File: src/rtl/alu_issue_stage.sv
// ID/EX register feeding the RV32I ALU: resolves MEM/WB forwarding, picks
// operand b, decodes funct3/funct7 into the ALU control code, valid/ready out.
module alu_issue_stage #(
    parameter int XLEN   = 32,
    parameter int REG_AW = 5
) (
    input  logic              clk,
    input  logic              rst_n,
    input  logic              flush,
    input  logic              in_valid,
    output logic              in_ready,
    input  logic              is_imm,
    input  logic [2:0]        funct3,
    input  logic [6:0]        funct7,
    input  logic [REG_AW-1:0] rs1_addr,
    input  logic [REG_AW-1:0] rs2_addr,
    input  logic [REG_AW-1:0] rd_addr,
    input  logic [XLEN-1:0]   rs1_data,
    input  logic [XLEN-1:0]   rs2_data,
    input  logic [XLEN-1:0]   imm,
    input  logic              mem_we,
    input  logic [REG_AW-1:0] mem_rd,
    input  logic [XLEN-1:0]   mem_data,
    input  logic              wb_we,
    input  logic [REG_AW-1:0] wb_rd,
    input  logic [XLEN-1:0]   wb_data,
    output logic              out_valid,
    input  logic              out_ready,
    output logic [XLEN-1:0]   alu_a,
    output logic [XLEN-1:0]   alu_b,
    output logic [3:0]        alu_ctrl,
    output logic [REG_AW-1:0] out_rd,
    output logic              out_illegal
);

    localparam logic [3:0] CTRL_ADD  = 4'b0000;
    localparam logic [3:0] CTRL_SLT  = 4'b0001;
    localparam logic [3:0] CTRL_SLTU = 4'b0010;
    localparam logic [3:0] CTRL_XOR  = 4'b0011;
    localparam logic [3:0] CTRL_OR   = 4'b0100;
    localparam logic [3:0] CTRL_AND  = 4'b0111;
    localparam logic [3:0] CTRL_SLL  = 4'b1000;
    localparam logic [3:0] CTRL_SRL  = 4'b1001;
    localparam logic [3:0] CTRL_SRA  = 4'b1010;
    localparam logic [3:0] CTRL_SUB  = 4'b1011;

    logic [XLEN-1:0] fwd_a;
    logic [XLEN-1:0] fwd_b;
    logic [XLEN-1:0] next_b;
    logic [3:0]      next_ctrl;
    logic            next_illegal;
    logic            f7_zero;
    logic            f7_alt;

    // MEM is the younger producer, so it beats WB; x0 never forwards.
    function automatic logic [XLEN-1:0] resolve(
        input logic [REG_AW-1:0] addr,
        input logic [XLEN-1:0]   rf_data
    );
        logic [XLEN-1:0] res;
        if (addr == '0)
            res = '0;
        else if (mem_we && (mem_rd == addr) && (mem_rd != '0))
            res = mem_data;
        else if (wb_we && (wb_rd == addr) && (wb_rd != '0))
            res = wb_data;
        else
            res = rf_data;
        return res;
    endfunction

    assign fwd_a   = resolve(rs1_addr, rs1_data);
    assign fwd_b   = resolve(rs2_addr, rs2_data);
    assign next_b  = is_imm ? imm : fwd_b;
    assign f7_zero = (funct7 == 7'h00);
    assign f7_alt  = (funct7 == 7'h20);

    always_comb begin
        next_illegal = 1'b0;
        if (!is_imm) begin
            if (!(f7_zero || f7_alt))
                next_illegal = 1'b1;
            else if (f7_alt && (funct3 != 3'b000) && (funct3 != 3'b101))
                next_illegal = 1'b1;
        end else begin
            if ((funct3 == 3'b001) && !f7_zero)
                next_illegal = 1'b1;
            else if ((funct3 == 3'b101) && !(f7_zero || f7_alt))
                next_illegal = 1'b1;
        end
    end

    always_comb begin
        next_ctrl = CTRL_ADD;
        if (!next_illegal) begin
            unique case (funct3)
                3'b000:  next_ctrl = (!is_imm && funct7[5]) ? CTRL_SUB : CTRL_ADD;
                3'b001:  next_ctrl = CTRL_SLL;
                3'b010:  next_ctrl = CTRL_SLT;
                3'b011:  next_ctrl = CTRL_SLTU;
                3'b100:  next_ctrl = CTRL_XOR;
                3'b101:  next_ctrl = funct7[5] ? CTRL_SRA : CTRL_SRL;
                3'b110:  next_ctrl = CTRL_OR;
                default: next_ctrl = CTRL_AND;
            endcase
        end
    end

    assign in_ready = !flush && (!out_valid || out_ready);

    always_ff @(posedge clk or negedge rst_n) begin
        if (!rst_n) begin
            out_valid   <= 1'b0;
            alu_a       <= '0;
            alu_b       <= '0;
            alu_ctrl    <= 4'b0000;
            out_rd      <= '0;
            out_illegal <= 1'b0;
        end else if (flush) begin
            out_valid <= 1'b0;
        end else if (!out_valid || out_ready) begin
            out_valid <= in_valid;
            if (in_valid) begin
                alu_a       <= fwd_a;
                alu_b       <= next_b;
                alu_ctrl    <= next_ctrl;
                out_rd      <= rd_addr;
                out_illegal <= next_illegal;
            end
        end
    end

endmodule

File: config.mk
export PLATFORM = sky130hd
export DESIGN_NAME = alu_issue_stage
export DESIGN_NICKNAME = d
export VERILOG_FILES = /design/src/rtl/alu_issue_stage.sv
export SDC_FILE = /design/constraint.sdc
export NUM_CORES = 1
export LEC_CHECK = 0
export ABC_AREA = 1
export BUFFER_PORTS_ARGS = -buffer_cell sky130_fd_sc_hd__buf_2
export CORE_UTILIZATION = 39
export CTS_CLUSTER_DIAMETER = 30
export CTS_CLUSTER_SIZE = 14
export DETAILED_ROUTE_END_ITERATION = 7
export GPL_TIMING_DRIVEN = 0
export PLACE_DENSITY_LB_ADDON = 0.12
export REMOVE_ABC_BUFFERS = 1
export SLEW_MARGIN = 20
export SYNTH_ARGS = -nofsm -noshare
export SYNTH_HDL_FRONTEND = slang
export SYNTH_SLANG_ARGS = --single-unit
File: constraint.sdc
create_clock -name clk -period 2.5 [get_ports clk]
set_clock_uncertainty 0.2 [all_clocks]
set_input_delay 0.25 -clock clk [delete_from_list [all_inputs] [get_ports clk]]
set_output_delay 0.25 -clock clk [all_outputs]
set_load 0.005 [all_outputs]
Word level (Yosys, flattened, before mapping)
Index checks and enable logic that the tools add are counted.
Storage, ports and cells
  output and inout bits: 76
  register bits: 75
  input port bits: 203
  word-level logic and storage cells: 67
Cells by class
  bitwise gates (word level): 1
  reduce and logical (&&, ||, !) cells: 30
  equality and inequality tests: 12
  mux-type cells: 18
Operators by type and width (count)
  2-to-1 mux 32 bit: 7
  one-hot mux 4 bit (7 select lines): 1
  == test 5 bit: 4
  logical AND 1 bit: 14
  logical NOT 5 bit: 2
  nonzero test 5 bit: 2
  == test 3 bit (second input constant): 3
  2-to-1 mux 4 bit: 2
  == test 7 x 6 -> 1 bit (second input constant): 1
  logical NOT 7 bit: 1
  2-to-1 mux 1 bit: 7
  == test 3 x 2 -> 1 bit (second input constant): 2
  logical NOT 1 bit: 5
  == test 3 x 1 -> 1 bit (second input constant): 1
  logical NOT 3 bit: 1
  != test 3 bit (second input constant): 1
  AND reduction 3 bit: 1
  nonzero test 3 bit: 1
  logical OR 1 bit: 2
  2-to-1 mux 2 bit: 1
  nonzero test 2 bit: 1
  inverter 1 bit: 1

Logic depth before layout (Yosys ltp)
Gate-level depths: netlist (run 1).
  depth in word-level cells: 8
  gate-level depth with buffers: 12
  depth with buffers taken out: 11

Worst setup path before layout (run 1)
Ideal clock, no wire load.
  path kind: register to register
  start point: register out_valid
  end point: register alu_b[0]
  stages on the path, launching flop included: 9
  path slack: 0.959 ns
  data required time: 2.178 ns
  data arrival time: 1.220 ns
  buffers on the path: 2
  library setup time: 0.122 ns
  clock period less this slack: 1.541 ns
  path through: dfrtp_1 -> inv_1 -> nor2_1 -> nor2_1 -> nand2_1 -> buf_2 -> buf_2 -> a21oi_1 -> a21oi_2
On the way
  word-level cells in the longest chain between the ends: 3
Ends and longest elaborated chain
  start: declaration: RTL line 27  | output logic out_valid,
  start signal: assignment: RTL line 122  | out_valid <= in_valid;
  logical NOT 1 bit: RTL line 121  | end else if (!out_valid || out_ready) begin
  logical OR 1 bit: RTL line 121
  AND reduction 3 bit (no source line)
  end signal: assignment: RTL line 125  | alu_b <= next_b;
  end: declaration: RTL line 30  | output logic [XLEN-1:0] alu_b,
Every way passes these cells.
A chain may end at the register's enable or synchronous reset.

Worst setup path after layout (run 1)
  start point: input port rs2_addr[0]
  end point: register alu_b[22]
On the way
  word-level cells in the longest chain between the ends: 7
  elaborated cells between the ends (all ways): 11
  classes of those cells: eq/ne (2); mux (4); reduce/logical (5)
Ends and longest elaborated chain
  start: declaration: RTL line 16  | input logic [REG_AW-1:0] rs2_addr,
  == test 5 bit: RTL line 65  | else if (wb_we && (wb_rd == addr) && (wb_rd != '0))
  logical AND 1 bit (2 in a row): RTL line 65
  2-to-1 mux 32 bit: RTL line 65
  2-to-1 mux 32 bit: RTL line 63  | else if (mem_we && (mem_rd == addr) && (mem_rd != '0))
  2-to-1 mux 32 bit *: RTL line 61  | if (addr == '0)
  2-to-1 mux 32 bit *: RTL line 74  | assign next_b = is_imm ? imm : fwd_b;
Every way passes the cells marked *; elsewhere a longest branch is shown, timed or not.

==> impl_metrics.json, run 1 <==
{
  "multi_input_area_mm2": 0.00317,
  "fp.dieH_um": 123,
  "dr.pass1.iters": 5,
  "setup_viol_count_final": 0,
  "power_density_mw_per_mm2": 538,
  "leakage_nw": 4.24,
  "worst-path-max-fanout": 33,
  "timing.final.ws_setup_ns": 0.176,
  "drt_iter0_markers": 526,
  "fp.dieW_um": 123,
  "layout.nets": 1326,
  "vias_per_cell": 5.04,
  "synthFlopType": "dfrtp_1",
  "cpLargestDelayFamily": "simple AND/OR/NAND/NOR gates",
  "hold-path-cell-count": 3,
  "post-place-ws_ns": -0.494,
  "clkPwrFrac_pct": 35.4,
  "cts_sinks": 75,
  "max_stage_delay_ns": 0.79,
  "critPathRequiredTime_ns": 2.57,
  "track_usage_pct": 27.4,
  "routabilityCongestion": 0.870,
  "cts_buffer_depth": 2,
  "rsz0062_at_grt": "no",
  "yosysWarnings": 0,
  "fin_crit_sh_pct": 93.0,
  "arrival_ns": 2.40,
  "min_period_ns": 2.32,
  "yosys.cell_types.count": 32,
  "finalNonFillerCells": 1308,
  "drc": 0,
  "syn_area_mm2": 0.00572,
  "cp_cell_sequence": "buf_2 > inv_1 > nand2_1 > nand3_1 > nor2_4 > nand2_4 > nand3_1 > nand2_1 > a21oi_2",
  "io_buffers": 278,
  "cts_tree": "built",
  "initial_utilization_pct": 40.6,
  "cts_buffers": 9,
  "async_flop_share_pct": 100,
  "hp-class": "in -> reg",
  "synth_edf_count": 0,
  "clk_latency_ns": 0.34,
  "wirelength_mm": 21.2,
  "cts.clk_slew.worst_paths_ns": 0.06,
  "tightest_slew_ns": 1.02,
  "p_total_w": 0.00412,
  "post-cts-setup-buffer-count": 0,
  "crit_type": "in -> reg",
  "finalHoldViolCount": 0,
  "ir_drop_mv": 0.271,
  "vias": 6586,
  "worst_r2r_path_depth": 11,
  "seqCellArea_mm2": 0.00188,
  "critical_path.endpoint_type": "register",
  "antenna_found_initial": 0,
  "grt_max_degree": 54,
  "slew_violations": 0,
  "area_growth_pct": 34.0,
  "ios": 279,
  "die_area_mm2": 0.0152,
  "dp_hpwl_mm": 13.7,
  "seqPwrFrac_pct": 36.5,
  "gr-total-overflow": 0,
  "dp.cells": 1271,
  "comb_power_share_pct": 28.1,
  "htreeDepth": 3,
  "hp-start": "imm[23]",
  "swShare_pct": 31.4,
  "fin_util_pct": 54.4,
  "layout-drive-gt1-share_pct": 33.9,
  "ys_seq_area_share_pct": 32.8,
  "rr_startpoint": "out_valid$_DFFE_PN0P_",
  "core.rowCount": 43,
  "internal-power_w": 0.00283,
  "rrSetupSlack_ns": 0.27,
  "wl_per_cell_um": 16.2,
  "switchingPower_w": 0.00130,
  "n_fill_cell": 1490,
  "cpMaxStageDelayCell": "nor2_4",
  "syn_inst": 863,
  "fmax_mhz": 430,
  "clock_tree.root_cell": "clkbuf_16",
  "grt_pass1_wl_mm": 31.7,
  "worst-path-buf-inv": 2,
  "worstReg2RegEnd": "alu_a[4]$_DFFE_PN0P_",
  "avgSynthCellArea_um2": 6.63,
  "status": "finished clean",
  "drv_cap": 0,
  "ant_nets": 0,
  "min_to": "alu_b[23]$_DFFE_PN0P_",
  "slew_headroom_pct": 31.7,
  "ys_seq_elements": 75,
  "grt_pass1_vias": 6214,
  "hold_slack_ns": 0.00466,
  "core_mm2": 0.0141,
  "start_kind": "primary input"
}
-- cells by family after synthesis --
group                  Yosys count  synth area share, %
AND/OR/NAND/NOR                484                 38.6
XOR/XNOR                         2                0.306
AO/OA/AOI/OAI                  152                 15.6
buffers and inverters          150                 12.7
flip-flops                      75                 32.8
-- repair_timing --
action | 4_1_cts | 5_1_grt
hold buffers | 19 | 0
hold endpoints to repair | 79 | 0
endpoints found under the setup margin | 69 | 46
pin swaps | 0 | 2
resized for setup | 3 | 5
cloned | 0 | 2
-- final cells by class --
type / count / share of cell area (%)
Antenna cell: 1 / 0.0326
Clock buffer: 11 / 3.30
Clock inverter: 4 / 0.963
Inverter: 95 / 4.81
Multi-Input combinational cell: 640 / 41.4
Sequential cell: 75 / 24.5
Tap cell: 180 / 2.94
Timing Repair Buffer: 302 / 22.1
-- power by group through the flow --
stage,clock [W],combinational (W),sequential (W)
floorplan,0,0.000515,0.00155
global placement,0,0.00111,0.00152
detailed placement,0,0.00113,0.00152
CTS,0.00148,0.00116,0.00150
global route,0.00152,0.00131,0.00153
finish,0.00146,0.00116,0.00150
-- worst max-delay path by stage --
| stage | start | endpoint | slack, ns | cells after the start |
|---|---|---|---|---|
| global route | rs2_addr[0] | alu_b[10]$_DFFE_PN0P_ | 0.05 | 9 |
| global placement | out_ready | alu_a[19]$_DFFE_PN0P_ | -3.62 | 9 |
| finish | rs2_addr[0] | alu_b[22]$_DFFE_PN0P_ | 0.18 | 9 |
| floorplan | out_valid$_DFFE_PN0P_ | alu_a[0]$_DFFE_PN0P_ | -1.07 | 9 |
| detailed placement | rs2_addr[4] | alu_b[26]$_DFFE_PN0P_ | -0.49 | 10 |
| CTS | out_valid$_DFFE_PN0P_ | alu_a[11]$_DFFE_PN0P_ | 0.05 | 11 |
-- routing by layer --
metal  track usage [%]  part of all wire (%)  vias to the layer above  wire length [um]
met2              47.9                    49                      300             10300
met3              5.44                   8.3                       24              1760
met4              10.5                   2.1                        0               444
met1              32.9                    41                     2974              8670
met5                 0                     0                        -                 0
li1                  -                     -                     3288                 -
-- synth_stat cells (2+ instances only) --
cell	n	area share [%]
nor2_1	50	3.3
dfrtp_1	75	33
a21oi_2	32	4.9
o22ai_1	4	0.44
o31ai_1	2	0.26
a21oi_1	67	5.9
nand2_2	5	0.55
o21ai_0	13	1.1
nor3_1	4	0.35
nand2_4	2	0.39
buf_2	26	2.3
buf_4	4	0.52
nor2_2	2	0.22
nand3_1	115	10
nor2_8	3	1.0
nand3_2	20	3.5
inv_2	10	0.66
clkinv_1	2	0.13
buf_8	2	0.52
nor2_4	3	0.59
buf_6	12	2.4
o21ai_1	33	2.9
clkbuf_1	9	0.59
inv_1	83	5.4
nand2_1	278	18
-- per-stage QoR --
step                instance area, um^2  TNS, ns
finish                             7670        0
global route                       7660        0
CTS                                7640        0
detailed placement                 7110   -27.67
global placement                   6970  -201.62
floorplan                          5360   -49.99
-- flip-flops by register name (all words and copies together), names as in the netlist --
| name | flops |
|---|---|
| alu_ctrl | 4 |
| alu_b | 32 |
| alu_a | 32 |
| out_rd | 5 |
| out_illegal | 1 |
| out_valid | 1 |
-- layout by cell type (no fill, tap or decap), drive strengths merged, types with 2 or more instances in the layout --
master	instances
o21ai	46
nand2	286
nor2	59
dlygate4sd3	19
nand3	136
dfrtp	75
clkinv	4
bufinv	2
o22ai	4
inv	93
nor3	4
o31ai	2
buf	283
a21oi	99
clkbuf	11
-- worst register-to-register path, delay by kind of cell (launching register included) --
family	cells	cell delay, ns
simple gates	5	0.57
flops	1	0.37
compound gates	2	0.29
buf+inv	4	0.76
Note: power is estimated with default switching activity, not from simulation.
==> run 2, diff against run 1 <==
--- a/config.mk
+++ b/config.mk
@@ -6,12 +6,13 @@
 export NUM_CORES = 1
 export LEC_CHECK = 0
 export ABC_AREA = 1
-export BUFFER_PORTS_ARGS = -buffer_cell sky130_fd_sc_hd__buf_2
 export CORE_UTILIZATION = 39
 export CTS_CLUSTER_DIAMETER = 30
 export CTS_CLUSTER_SIZE = 14
 export DETAILED_ROUTE_END_ITERATION = 7
+export DONT_BUFFER_PORTS = 1
 export GPL_TIMING_DRIVEN = 0
+export MAX_ROUTING_LAYER = met4
 export PLACE_DENSITY_LB_ADDON = 0.12
 export REMOVE_ABC_BUFFERS = 1
 export SLEW_MARGIN = 20
==> run 2 against run 1 <==
- maximum frequency fell by 1.8%
- routed wire length rose by 6.7%
- combinational power down 16%
- sequential power increased by 6%
- sequential cell count unchanged
- clock-buffer cell count is 2 higher
- non-clock buffer count is 124 lower
- utilization up 0.91 points
- worst setup slack lost 0.042 ns
- clock power decreased by 8%
- first-iteration DRC count shrank 15%
- final cell count down 9.6%
- highest routed layer unchanged
==> impl_metrics.json, run 2 (synthesized netlist as in run 1, its figures left out) <==
{
  "final_cell_mix": "277 x nand2_1, 172 x dlygate4sd3_1, 115 x nand3_1, 82 x inv_1, 75 x dfrtp_1",
  "cts_sinks": 75,
  "post-cts-setup-buffer-count": 0,
  "setup_viol_count_final": 0,
  "clk_latency_ns": 0.33,
  "routabilityCongestion": 0.858,
  "die_area_mm2": 0.0152,
  "max_stage_delay_ns": 0.82,
  "routed.top_layer": "met4",
  "vias": 6560,
  "cts_buffer_depth": 2,
  "tightest_slew_ns": 1.06,
  "initial_utilization_pct": 40.6,
  "wl_per_cell_um": 19.1,
  "critical_path.endpoint_type": "register",
  "ant_nets": 0,
  "slew_headroom_pct": 29.3,
  "cts_buffers": 9,
  "layout.nets": 1201,
  "met1_length_mm": 8.73,
  "core_mm2": 0.0141,
  "cp_cell_sequence": "inv_1 > nand2_1 > nand2_1 > nand3_1 > nor2_4 > nand2_4 > nand3_1 > nand2_1 > a21oi_2",
  "layout-drive-gt1-share_pct": 10.2,
  "leakage_nw": 3.78,
  "io_buffers": 0,
  "min_period_ns": 2.37,
  "grt_pass1_vias": 6690,
  "placedInstanceArea_mm2": 0.00569,
  "track_usage_pct": 29.7,
  "fin_crit_sh_pct": 94.6,
  "ios": 279,
  "cts.clk_slew.worst_paths_ns": 0.06,
  "cp_common_cell": "nand2_1",
  "vias_per_cell": 5.55,
  "cpLargestDelayFamily": "simple AND/OR/NAND/NOR gates",
  "diodes": 0,
  "start_kind": "primary input",
  "core.rowCount": 43,
  "clock_tree.root_cell": "clkbuf_16",
  "arrival_ns": 2.43,
  "gr-total-overflow": 0,
  "area_growth_pct": 36.2,
  "wirelength_mm": 22.6,
  "fp.dieW_um": 123,
  "wl_met3_mm": 2.19,
  "fp.dieH_um": 123,
  "drc": 0,
  "p_total_w": 0.00391,
  "top_regs": "alu_a x32, alu_b x32, out_rd x5",
  "antenna_found_initial": 0,
  "grt_max_degree": 76,
  "drt_iter0_markers": 447,
  "status": "finished clean",
  "wl_met2_mm": 11.2,
  "final_common_cell": "nand2_1",
  "ir_drop_mv": 0.386,
  "critPathRequiredTime_ns": 2.56,
  "htreeDepth": 3,
  "fmax_mhz": 423,
  "cpMaxStageDelayCell": "nor2_4",
  "design_area_mm2": 0.00779,
  "worst-path-max-fanout": 33,
  "dp_hpwl_mm": 13.0,
  "dr.pass1.iters": 5,
  "cts_tree": "built",
  "finalHoldViolCount": 0,
  "drv_cap": 0,
  "crit_type": "in -> reg",
  "grt_pass1_wl_mm": 33.3,
  "power_density_mw_per_mm2": 502,
  "worst-path-buf-inv": 1,
  "rsz0062_at_grt": "no",
  "hp-class": "in -> reg",
  "slew_violations": 0
}
run 2: per-stage QoR:
step	std cells	hold WS, ns	setup slack [ns]	TNS (ns)	utilization [%]
finish	1182	0.0134	0.134	0	55.3
global route	1182	0.0258	0.0160	0	55.3
CTS	1181	0.00398	0.0200	0	55.1
detailed placement	992	-0.244	-0.532	-27.91	40.4
global placement	988	-0.244	-3.50	-191.64	39.6
floorplan	808	-0.246	-1.07	-49.99	-
run 2: timing repair:
item / CTS / global route
endpoints found under the setup margin: 65 / 27
resized for setup: 4 / 7
hold buffers: 174 / 0
endpoints found under the hold margin: 147 / 0
pin swaps: 1 / 1
gates cloned: 0 / 1
run 2: worst min-delay path: stages:
cell and delay (ns):
nand3_1 0.06, nand3_1 0.07, nand2_1 0.08, a21oi_2 0.05
run 2: area by class of cell:
type / count / area, um^2
fillers: 1317 / 6300
inverters: 95 / 375
well taps: 180 / 225
clock inverters: 2 / 35.0
flip-flops and latches: 75 / 1880
clock buffers: 13 / 260
repair buffers: 178 / 1850
multi-input cells: 639 / 3170
run 2: report_power, final:
part	internal [W]	leakage, nW	switching (W)	total [W]
logic	0.000429	2.74	0.000545	0.000975
registers	0.00141	0.895	0.000183	0.00159
clock network	0.000822	0.146	0.000519	0.00134
run 2: path summary, 6_finish.rpt:
| kind | endpoint | cells past startpoint | from | slack (ns) |
|---|---|---|---|---|
| setup / recovery | alu_b[1]$_DFFE_PN0P_ | 9 | rs2_addr[4] | 0.13 |
| max in group asynchronous | alu_a[0]$_DFFE_PN0P_ | 2 | rst_n | 1.45 |
| setup reg to reg | alu_a[8]$_DFFE_PN0P_ | 11 | out_valid$_DFFE_PN0P_ | 0.16 |
| hold reg to reg | out_rd[4]$_DFFE_PN0P_ | 2 | out_rd[4]$_DFFE_PN0P_ | 0.31 |
| hold / removal | alu_b[7]$_DFFE_PN0P_ | 4 | wb_data[7] | 0.01 |
| min in group asynchronous | alu_a[2]$_DFFE_PN0P_ | 2 | rst_n | 0.35 |
run 2: metal layers:
metal | vias to the layer above | track usage (%)
li1 | 3046 | -
met1 | 3100 | 32.7
met2 | 375 | 51.6
met3 | 39 | 7.43
met4 | 0 | 11.3
met5 | - | -
==> run 3, diff against run 2 <==
--- a/config.mk
+++ b/config.mk
@@ -6,7 +6,9 @@
 export NUM_CORES = 1
 export LEC_CHECK = 0
 export ABC_AREA = 1
-export CORE_UTILIZATION = 39
+export CELL_PAD_IN_SITES_DETAIL_PLACEMENT = 1
+export CELL_PAD_IN_SITES_GLOBAL_PLACEMENT = 2
+export CORE_UTILIZATION = 35
 export CTS_CLUSTER_DIAMETER = 30
 export CTS_CLUSTER_SIZE = 14
 export DETAILED_ROUTE_END_ITERATION = 7
@@ -15,6 +17,7 @@
 export MAX_ROUTING_LAYER = met4
 export PLACE_DENSITY_LB_ADDON = 0.12
 export REMOVE_ABC_BUFFERS = 1
+export SETUP_SLACK_MARGIN = 0.15
 export SLEW_MARGIN = 20
 export SYNTH_ARGS = -nofsm -noshare
 export SYNTH_HDL_FRONTEND = slang
==> run 3 against run 2 <==
- routed wire length is 22% higher
- sequential cell count stayed put
- critical path type is now reg -> reg
- register-to-register slack better by 0.02 ns
- critical path depth is 2 lower
- largest power group unchanged
- critical endpoint is now alu_b[27]$_DFFE_PN0P_
- clock power is 13% higher
- power is 5.9% higher
- sequential power hardly changed
- clock-buffer cell count is 1 lower
- utilization is 5.3 points lower
- via count is 2.8% higher
- non-clock buffer count is 5 higher
- combinational power is 6% higher
==> impl_metrics.json, run 3 (synthesized netlist as in run 1, its figures left out) <==
{
  "wirelength_mm": 27.6,
  "critical_path.endpoint_type": "register",
  "rr_startpoint": "out_valid$_DFFE_PN0P_",
  "cts_buffer_depth": 2,
  "worstReg2RegEnd": "alu_b[27]$_DFFE_PN0P_",
  "drt_iter0_markers": 243,
  "power_density_mw_per_mm2": 520,
  "htreeDepth": 3,
  "top_regs": "alu_a x32, alu_b x32, out_rd x5",
  "slew_headroom_pct": 24.2,
  "cpLargestDelayFamily": "buffers and inverters",
  "vias_per_cell": 5.50,
  "worst-path-buf-inv": 2,
  "max_stage_delay_ns": 0.61,
  "core_mm2": 0.0159,
  "post-place-ws_ns": -0.600,
  "fp.dieH_um": 130,
  "ant_nets": 0,
  "layout.nets": 1208,
  "cp_cell_sequence": "inv_1 > nor2_2 > nor2_4 > nand2_2 > a21oi_1 > dlygate4sd3_1 > a21oi_2",
  "status": "finished clean",
  "area_growth_pct": 39.3,
  "placedInstanceArea_mm2": 0.00572,
  "worst_r2r_path_depth": 7,
  "leakage_nw": 3.84,
  "antenna_found_initial": 0,
  "io_buffers": 0,
  "die_area_mm2": 0.0169,
  "fp.dieW_um": 130,
  "grt_pass1_vias": 7345,
  "hp-start": "wb_data[6]",
  "timing.final.ws_setup_ns": 0.178,
  "cts_buffers": 9,
  "wl_per_cell_um": 22.5,
  "hp-class": "in -> reg",
  "clock_tree.root_cell": "clkbuf_16",
  "layout-drive-gt1-share_pct": 10.7,
  "hold-path-cell-count": 4,
  "design_area_mm2": 0.00797,
  "ios": 279,
  "cpMaxStageDelayCell": "dlygate4sd3_1",
  "final_common_cell": "nand2_1",
  "post-cts-setup-buffer-count": 0,
  "start_kind": "register",
  "track_usage_pct": 32.4,
  "routabilityCongestion": 0.846,
  "drv_cap": 0,
  "fmax_mhz": 431,
  "grt_pass1_wl_mm": 39.5,
  "cts.clk_slew.worst_paths_ns": 0.07,
  "final_cell_mix": "277 x nand2_1, 176 x dlygate4sd3_1, 115 x nand3_1, 82 x inv_1, 75 x dfrtp_1",
  "dp_hpwl_mm": 14.7,
  "vias": 6744,
  "grt_max_degree": 76,
  "n_fill_cell": 2014,
  "ir_drop_mv": 0.334,
  "rsz0062_at_grt": "yes",
  "fin_crit_sh_pct": 92.9,
  "finalHoldViolCount": 0,
  "dr.pass1.iters": 4,
  "arrival_ns": 2.36,
  "min_period_ns": 2.32,
  "setup_viol_count_final": 0,
  "drc": 0,
  "initial_utilization_pct": 35.9,
  "crit_type": "reg -> reg",
  "critPathRequiredTime_ns": 2.53,
  "cts_sinks": 75,
  "clk_latency_ns": 0.35,
  "slew_violations": 0,
  "cts_tree": "built",
  "core.rowCount": 46,
  "gr-total-overflow": 0,
  "worst-path-max-fanout": 14,
  "min_to": "alu_b[6]$_DFFE_PN0P_",
  "tightest_slew_ns": 1.14,
  "rrSetupSlack_ns": 0.18
}
run 3: cell count changes in the layout (fill, tap and decap cells not counted), sizes merged:
cell and change:
inv -1, nand2 +1, clkinv +1, clkbuf -1, clkinvlp +1, bufbuf +1, diode +1, bufinv +1
nor2 +1, dlygate4sd3 +4
run 3: power by group:
part / internal, W / switching, W
clock: 0.000929 / 0.000576
sequential: 0.00141 / 0.000194
combinational: 0.000434 / 0.000599
run 3: final cells by class:
type | instances | area (um^2) | share of cell area (%)
tap | 216 | 270 | 3.39
inverter | 95 | 383 | 4.80
sequential | 75 | 1880 | 23.5
multi-input combinational | 641 | 3190 | 40.0
antenna | 1 | 2.50 | 0.0314
timing repair buffer | 183 | 1920 | 24.1
clock buffer | 12 | 256 | 3.22
clock inverter | 4 | 72.6 | 0.910
run 3: per-layer routing:
| metal | track usage (%) | routed length [um] | share of wire (%) |
|---|---|---|---|
| met4 | 15.8 | 857 | 3.1 |
| met2 | 56.5 | 14100 | 51 |
| met3 | 7.18 | 1840 | 6.7 |
| met1 | 34.7 | 10800 | 39 |
| met5 | - | 0 | 0 |
run 3: worst max-delay path by stage:
| stage | startpoint | end | slack, ns | depth (start not counted) |
|---|---|---|---|---|
| 6_report | out_valid$_DFFE_PN0P_ | alu_b[27]$_DFFE_PN0P_ | 0.18 | 7 |
| 4_1_cts | out_valid$_DFFE_PN0P_ | alu_a[9]$_DFFE_PN0P_ | 0.18 | 11 |
| 5_1_grt | out_valid$_DFFE_PN0P_ | alu_b[13]$_DFFE_PN0P_ | 0.12 | 7 |
| 3_3_place_gp | out_valid$_DFFE_PN0P_ | alu_a[9]$_DFFE_PN0P_ | -3.67 | 9 |
| 3_5_place_dp | out_valid$_DFFE_PN0P_ | alu_a[9]$_DFFE_PN0P_ | -0.60 | 11 |
| 2_1_floorplan | out_valid$_DFFE_PN0P_ | alu_a[0]$_DFFE_PN0P_ | -1.07 | 9 |
run 3: what timing repair did:
action / 4_1_cts / 5_1_grt
pin swaps: 1 / 3
endpoints found under the hold margin: 147 / 0
hold buffers: 178 / 0
resized for setup: 8 / 4
endpoints found under the setup margin: 74 / 64
cloned: 2 / 2
run 3: tightest hold or removal path, delay by kind of cell:
kind,cells,cell delay [ns]
AND/OR/NAND/NOR,3,0.21
AO/OA/AOI/OAI,1,0.05
run 3: stage by stage:
stage          std cells  util [%]  power (W)  hold WS [ns]  setup TNS (ns)
2_1_floorplan        808         -    0.00206        -0.246          -49.99
3_3_place_gp        1024      35.3    0.00226        -0.244         -200.46
3_5_place_dp        1028      35.9    0.00229        -0.244          -32.57
4_1_cts             1224      49.7    0.00409       0.00545               0
5_1_grt             1226      50.0    0.00433        0.0166               0
6_report            1227      50.0    0.00414       0.00477               0
